--- config.mk ---
export PLATFORM = sky130hd
export DESIGN_NAME = monitor_overlay
export DESIGN_NICKNAME = d
export VERILOG_FILES = /design/src/rtl/monitor_overlay_pkg.sv /design/src/rtl/monitor_overlay_bus_cycle_sync.sv /design/src/rtl/monitor_overlay.sv
export SDC_FILE = /design/constraint.sdc
export NUM_CORES = 1
export LEC_CHECK = 0
export ABC_AREA = 1
export BUFFER_PORTS_ARGS = -buffer_cell sky130_fd_sc_hd__buf_4
export CORE_ASPECT_RATIO = 1.1
export CORE_UTILIZATION = 45
export CTS_CLUSTER_SIZE = 8
export DETAILED_ROUTE_END_ITERATION = 10
export GPL_TIMING_DRIVEN = 0
export PLACE_DENSITY = 0.72
export SLEW_MARGIN = 20
export SYNTH_ARGS = -nofsm -noshare
export SYNTH_HDL_FRONTEND = slang
export SYNTH_HIERARCHICAL = 1
export SYNTH_SLANG_ARGS = --single-unit
--- constraint.sdc ---
create_clock -name clk -period 4.3 [get_ports clk]
set_input_delay 1.075 -clock clk [delete_from_list [all_inputs] [get_ports clk]]
set_output_delay 1.075 -clock clk [all_outputs]
set_load 0.02 [all_outputs]
--- src/rtl/monitor_overlay_pkg.sv ---
// Shared definitions for monitor_overlay: overlay FSM encoding and 6502 bus constants.
package monitor_overlay_pkg;

  typedef enum logic [1:0] {
    ST_NORMAL  = 2'd0,
    ST_ARMED   = 2'd1,
    ST_OVERLAY = 2'd2,
    ST_EXIT    = 2'd3
  } ovl_state_t;

  localparam logic [15:0] VEC_NMI   = 16'hFFFA;
  localparam logic [15:0] VEC_RESET = 16'hFFFC;
  localparam logic [15:0] VEC_IRQ   = 16'hFFFE;
  localparam logic [7:0]  OP_RTI    = 8'h40;
  localparam logic [7:0]  PAGE_TOP  = 8'hFF;

endpackage

--- src/rtl/monitor_overlay_bus_cycle_sync.sv ---
// Two-flop synchroniser with a one-clk edge pulse per bit.
// RISE=1 pulses on the synchronised rising edge, RISE=0 on the falling edge.
module bus_cycle_sync #(
  parameter int W    = 1,
  parameter bit RISE = 1'b1
) (
  input  logic         clk,
  input  logic         rst,
  input  logic [W-1:0] i_async,
  output logic [W-1:0] o_edge
);

  logic [W-1:0] r_meta;
  logic [W-1:0] r_sync;
  logic [W-1:0] r_prev;

  always_ff @(posedge clk or posedge rst) begin
    if (rst) begin
      r_meta <= '0;
      r_sync <= '0;
      r_prev <= '0;
    end else begin
      r_meta <= i_async;
      r_sync <= r_meta;
      r_prev <= r_sync;
    end
  end

  generate
    if (RISE) begin : g_rise
      assign o_edge = r_sync & ~r_prev;
    end else begin : g_fall
      assign o_edge = ~r_sync & r_prev;
    end
  endgenerate

endmodule

--- src/rtl/monitor_overlay.sv ---
// Maps the 6502 top page onto the monitor ROM from NMI vector fetch until RTI returns.
// Optional MONITOR_OVERLAY_ENTRY_COUNT_EN adds a saturating ovl_entries counter.
module monitor_overlay
  import monitor_overlay_pkg::*;
#(
  parameter logic [7:0]  OVL_PAGE    = PAGE_TOP,
  parameter logic [15:0] NMI_VEC_LO  = VEC_NMI,
  parameter int          ARM_TIMEOUT = 64,
  parameter logic [7:0]  RTI_OPCODE  = OP_RTI
) (
  input  logic        clk,
  input  logic        rst,
  input  logic        phi2,
  input  logic [15:0] cpu_addr,
  input  logic        cpu_rw,
  input  logic        cpu_sync,
  input  logic [7:0]  cpu_data,
  input  logic        nmi_n,
  output logic        ovl_sel,
  output logic [7:0]  mon_addr,
  output logic [1:0]  ovl_state,
`ifdef MONITOR_OVERLAY_ENTRY_COUNT_EN
  output logic [7:0]  ovl_entries,
`endif
  output logic        arm_timeout
);

  localparam int            CW       = (ARM_TIMEOUT > 1) ? $clog2(ARM_TIMEOUT) : 1;
  localparam logic [CW-1:0] CNT_LAST = CW'(ARM_TIMEOUT - 1);

  ovl_state_t    r_state;
  logic [CW-1:0] r_cnt;
  logic          r_nmi_pend;
  logic          r_arm_timeout;

  logic w_cyc;
  logic w_nmi_fall;
  logic w_page_rd;
  logic w_vec_rd;
  logic w_vec_pair;
  logic w_enter;
  logic w_rti_fetch;

  bus_cycle_sync #(.W(1), .RISE(1'b1)) u_phi2_sync (
    .clk     (clk),
    .rst     (rst),
    .i_async (phi2),
    .o_edge  (w_cyc)
  );

  bus_cycle_sync #(.W(1), .RISE(1'b0)) u_nmi_sync (
    .clk     (clk),
    .rst     (rst),
    .i_async (nmi_n),
    .o_edge  (w_nmi_fall)
  );

  // The bus is stable at the synchronised phi2 rise, so cyc decisions use it directly.
  assign w_page_rd   = cpu_rw && (cpu_addr[15:8] == OVL_PAGE);
  assign w_vec_rd    = cpu_rw && (cpu_addr == NMI_VEC_LO);
  assign w_vec_pair  = (cpu_addr == NMI_VEC_LO) || (cpu_addr == NMI_VEC_LO + 16'd1);
  assign w_enter     = w_cyc && (r_state == ST_ARMED) && w_vec_rd;
  assign w_rti_fetch = cpu_sync && w_page_rd && (cpu_data == RTI_OPCODE);

  always_ff @(posedge clk or posedge rst) begin
    if (rst) begin
      r_state       <= ST_NORMAL;
      r_cnt         <= '0;
      r_nmi_pend    <= 1'b0;
      r_arm_timeout <= 1'b0;
    end else begin
      // A fall arriving while the pending NMI is consumed re-arms it for the next pass.
      r_nmi_pend <= w_nmi_fall || (r_nmi_pend && (r_state != ST_NORMAL));
      case (r_state)
        ST_NORMAL: begin
          if (r_nmi_pend) begin
            r_state <= ST_ARMED;
            r_cnt   <= '0;
          end
        end
        ST_ARMED: begin
          if (w_enter) begin
            r_state <= ST_OVERLAY;
          end else if (w_cyc) begin
            if (r_cnt == CNT_LAST) begin
              r_state       <= ST_NORMAL;
              r_arm_timeout <= 1'b1;
            end else begin
              r_cnt <= r_cnt + 1'b1;
            end
          end
        end
        ST_OVERLAY: begin
          if (w_cyc && w_rti_fetch) r_state <= ST_EXIT;
        end
        ST_EXIT: begin
          if (w_cyc && cpu_sync) r_state <= ST_NORMAL;
        end
        default: r_state <= ST_NORMAL;
      endcase
    end
  end

`ifdef MONITOR_OVERLAY_ENTRY_COUNT_EN
  logic [7:0] r_entries;

  always_ff @(posedge clk or posedge rst) begin
    if (rst) begin
      r_entries <= 8'd0;
    end else if (w_enter && (r_entries != 8'hFF)) begin
      r_entries <= r_entries + 8'd1;
    end
  end

  assign ovl_entries = r_entries;
`endif

  // The return fetch after RTI is a sync cycle in EXIT, so it is never overlaid.
  assign ovl_sel = w_page_rd && ((r_state == ST_OVERLAY) ||
                                 ((r_state == ST_ARMED) && w_vec_pair) ||
                                 ((r_state == ST_EXIT) && !cpu_sync));

  assign mon_addr    = cpu_addr[7:0];
  assign ovl_state   = r_state;
  assign arm_timeout = r_arm_timeout;

endmodule
=== Word level (Yosys, flattened, before mapping) ===
Cells that the tools add are included.

* Flip-flop bits (word level): 16
* Input bits: 30
* Logic and storage cells: 67
* Output and inout bits: 12

* Equal/unequal tests: 16
* Reductions and logical operators: 23
* Mux-type cells: 12
* Bitwise logic cells: 5
* $add $sub $neg: 1

{| class="wikitable"
|+ Operator list
! cell !! number
|-
| 16-bit equality test (second input constant) || 2
|-
| 6-bit 2-to-1 mux || 4
|-
| 1-bit logical AND || 12
|-
| 2-bit 2-to-1 mux || 6
|-
| 2-bit != test (second input constant) || 6
|-
| 6-bit case mux with 2 select lines || 1
|-
| 5-bit AND reduction || 2
|-
| 8-bit by 7-bit equality test with 1-bit output (second input constant) || 1
|-
| 8-bit equality test (second input constant) || 1
|-
| 2-bit case mux with 4 select lines || 1
|-
| 6-bit by 1-bit adder with 6-bit output (second input constant) || 1
|-
| 6-bit equality test (second input constant) || 1
|-
| 3-bit != test (second input constant) || 2
|-
| 2-bit equality test (second input constant) || 2
|-
| 1-bit logical OR || 4
|-
| 4-bit AND reduction || 1
|-
| 2-bit nonzero test || 2
|-
| 1-bit inverter || 3
|-
| 1-bit AND || 2
|-
| 2-bit by 1-bit equality test with 1-bit output (second input constant) || 1
|-
| 2-bit zero test || 1
|-
| 1-bit zero test || 1
|}

=== Depth between registers and ports, before layout ===
* Depth in word-level cells: 7
* Mapped depth: 11
* Depth with buffers taken out: 11

=== Cells and area by module ===
The synthesis kept the hierarchy.

{| class="wikitable"
|+ By module, submodules not included
! module !! times used !! area an instance (um^2) !! cells an instance !! seq. area each (um^2)
|-
| monitor_overlay || 1 || 804.5 || 119 || 250.2
|-
| bus_cycle_sync || 2 || 88.8 || 6 || 75.1
|}

=== Least setup slack after synthesis ===
Ideal clock, no wire load.

* Path type: in2out
* From: input cpu_addr[3]
* To: output ovl_sel
* Data arrival time: 1.773 ns
* Buffers on the path: 0
* Stages: 7
* Required time: 3.225 ns
* Setup slack: 1.452 ns
* Cell sequence: inv_1 nor2_1 nand2_1 nor2_1 o21ai_0 nor2_1 o21a_1

* Cells in the longest elaborated chain, start to end: 6
* Elaborated cells on any way between the ends: 7
* Classes of those cells: eq/ne (2); reduce/logical (5)

{| class="wikitable"
|+ Ends and longest elaborated chain
! what !! line !! RTL
|-
| start, declared || monitor_overlay.sv:14 || <nowiki>input logic [15:0] cpu_addr,</nowiki>
|-
| 16-bit equality test || monitor_overlay.sv:61 || <nowiki>assign w_vec_pair = (cpu_addr == NMI_VEC_LO) || (cpu_addr == NMI_VEC_LO + 16'd1);</nowiki>
|-
| 1-bit logical OR (*) || monitor_overlay.sv:61 ||
|-
| 1-bit logical AND (*) || monitor_overlay.sv:120 || <nowiki>((r_state == ST_ARMED) && w_vec_pair) ||</nowiki>
|-
| 1-bit logical OR (*) || monitor_overlay.sv:119 || <nowiki>assign ovl_sel = w_page_rd && ((r_state == ST_OVERLAY) ||</nowiki>
|-
| 1-bit logical OR (*) || monitor_overlay.sv:120 ||
|-
| 1-bit logical AND (*) || monitor_overlay.sv:119 ||
|-
| end, declared || monitor_overlay.sv:19 || <nowiki>output logic ovl_sel,</nowiki>
|}

Every way passes the cells marked *; elsewhere a longest branch is shown, timed or not.

=== Worst setup path in the final report ===
* From: input cpu_addr[2]
* To: output ovl_sel

The elaborated chain is that of the path after synthesis.

==> qor.txt <==
CTS tree: yes
Fin. Hold Viols: 0
CTS buffer count: 3
final setup fails: 0
hold path depth: 0
Worst Clk Skew: 0.0111 ns
starting DRC count in detailed routing: 8
Yosys reg bits: 16
hold_buf cts: 0
Initial DRT Pass Iterations: 4
worst skew pair latency: 0.29 ns
hold crit path type: flip-flop to flip-flop
Post-synth EDFFs: 0
Final Instance Area: 0.00136 mm^2
Post-CTS Setup Bufs: 0
Area Overhead vs Synth: 38.6%
f_max: 328 MHz
Critical Path RT: 3.22 ns
most common cell in the netlist: nand2_1
die height: 51 um
Rows: 17
Worst R2R Path Depth: 8
share of flip-flops with an asynchronous set or reset: 1.00
PwrDens: 386 mW/mm^2
Cells after Synth: 131
CTS H-tree lvls: 1
Hold Path Origin: u_phi2_sync/r_meta
reg2reg end: r_cnt[0]
root buffer selected by CTS: clkbuf_4
max-slew violation count: 0
status: finished, final reports clean
clock buffer depth: 2
Via density: 4.52
Hold EP: u_phi2_sync/r_sync
crit path kind: primary input to output port
setup TNS: 0 ns
Yosys top cell area share: 0.408
Post-CTS Resized: 0
CP Launch Type: primary input
Total Routing Usage GR: 0.187
mapped cell area: 982 um^2
Final period util: 0.709
Worst R2R Setup Slack: 2.79 ns
maxcap violations: 0
vias in the first global route: 777
worst slew pin tran: 0.395 ns
Starting Density: 0.481
layout cells sized above 1: 0.381
largest net degree at the start of global routing: 11
Yosys warning count: 6
HPWL Detailed: 1620 um
routability congestion estimate from global placement: 0.823
Max VDD drop: 0.000294 V
Synth Net Count: 162
Syn Area/Cell: 7.50 um^2
Ports: 42
crit end category: output port
RSZ-0062 raised after global routing: no
antenna violations before repair: 0
Data arrival, critical path: 1.97 ns
Die X: 46.5 um
n_diodes: 0
Unique masters post-synth: 23
LEAKAGE: 0.741 nW
register area share after synthesis: 0.408
Most used DFF post-synth: dfrtp_1
WL per Instance: 9.57 um
Yosys top cell by area: dfrtp_1
clk slew on worst S/H paths: 0.08 ns
Area contributors post-synth: dfrtp_1 (41%), nand2_1 (13%), inv_1 (7.6%), nor2_1 (7.6%), buf_4 (6.1%)
fin crit period: 3.05 ns
Placed Area: 0.00133 mm^2
Slew Limit Headroom: 0.736
core area: 0.00204 mm^2
drc violations: 0
total grt overflow: 0
Die Area: 0.00237 mm^2
first-pass GRT wire length: 3130 um
post-route ant nets: 0
# nets final: 208
drt total wl: 1950 um
Vias: 922
PortBufs: 41
Synth top cells by count: nand2_1 (34), inv_1 (20), nor2_1 (20)
crit path max fanout: 2
Clock Sinks: 16
[worst max-delay path, cell delays in order]
cell     delay (ns)
buf_4          0.11
nor2_1         0.12
nand2_1        0.07
nor2_1         0.14
o21ai_0        0.11
nor2_1         0.09
o21a_1         0.11
buf_4          0.13
[cells by family (layout without fill, tap and decap cells)]
kind of cell / after synthesis / after routing / share of synthesized area
buffers and inverters: 29 / 74 / 0.149
AOI/OAI and AO/OA: 10 / 10 / 0.0790
and+or+nand+nor: 71 / 71 / 0.316
adders and majority gates: 1 / 1 / 0.0127
xor gates and xnor gates: 4 / 4 / 0.0357
DFF: 16 / 16 / 0.408
[metrics by stage]
step	hold WS, ns	utilization	setup slack [ns]	total power, mW	std cells
6_report	0.361	0.667	1.25	0.526	204
5_1_grt	0.371	0.667	1.15	0.567	204
4_1_cts	0.365	0.667	1.24	0.531	204
3_5_place_dp	0.336	0.649	1.25	0.432	200
3_3_place_gp	0.342	0.649	1.24	0.423	200
2_1_floorplan	0.331	-	1.45	0.367	131
[worst max path at each step]
stage | from | end | slack (ns) | cells past startpoint
global placement | cpu_addr[2] | ovl_sel | 1.24 | 8
global route | cpu_addr[3] | ovl_sel | 1.15 | 9
finish | cpu_addr[2] | ovl_sel | 1.25 | 8
floorplan | cpu_addr[3] | ovl_sel | 1.45 | 7
detailed placement | cpu_addr[2] | ovl_sel | 1.25 | 8
CTS | cpu_addr[2] | ovl_sel | 1.24 | 8
[layout make-up]
cell class,count,area [um^2]
Fill cell,194,681
Multi-Input combinational cell,86,435
Sequential cell,16,400
Timing Repair Buffer,41,308
Inverter,20,75.1
Buffer,9,71.3
Clock buffer,4,36.3
Tap cell,28,35.0
[layer usage]
layer	GRT usage	vias to the layer above	routed length [um]	share of wire
li1	-	482	-	-
met3	0.0636	4	77	0.039
met2	0.299	18	996	0.51
met4	0.0833	0	26	0.013
met5	0	-	0	0
met1	0.221	418	853	0.44
[where the power goes]
| group | leakage [nW] | internal, mW | switching [mW] | total [mW] |
|---|---|---|---|---|
| combinational | 0.520 | 0.0973 | 0.121 | 0.218 |
| clock | 0.0210 | 0.0516 | 0.0467 | 0.0983 |
| sequential | 0.201 | 0.180 | 0.0297 | 0.209 |
[sequential cells by signal (all words and copies together) (netlist names), named ones only]
| register | count |
|---|---|
| arm_timeout | 1 |
| ovl_state | 1 |
| r_cnt | 6 |
| r_nmi_pend | 1 |
| u_nmi_sync/r_meta | 1 |
| u_nmi_sync/r_prev | 1 |
| u_nmi_sync/r_sync | 1 |
| u_phi2_sync/r_meta | 1 |
| u_phi2_sync/r_prev | 1 |
| u_phi2_sync/r_sync | 1 |
[cell usage in the layout, fill, tap and decap left out, types with 2 or more instances in the layout]
cell,instances
nand3_1,5
clkbuf_4,3
o21ai_2,5
nand2_2,2
nand2_1,34
inv_1,20
xnor2_1,3
dfrtp_1,16
nor3_1,3
nor3_2,2
buf_4,49
nor2_2,2
nor2_1,20
(Power assumes the default switching activity.)
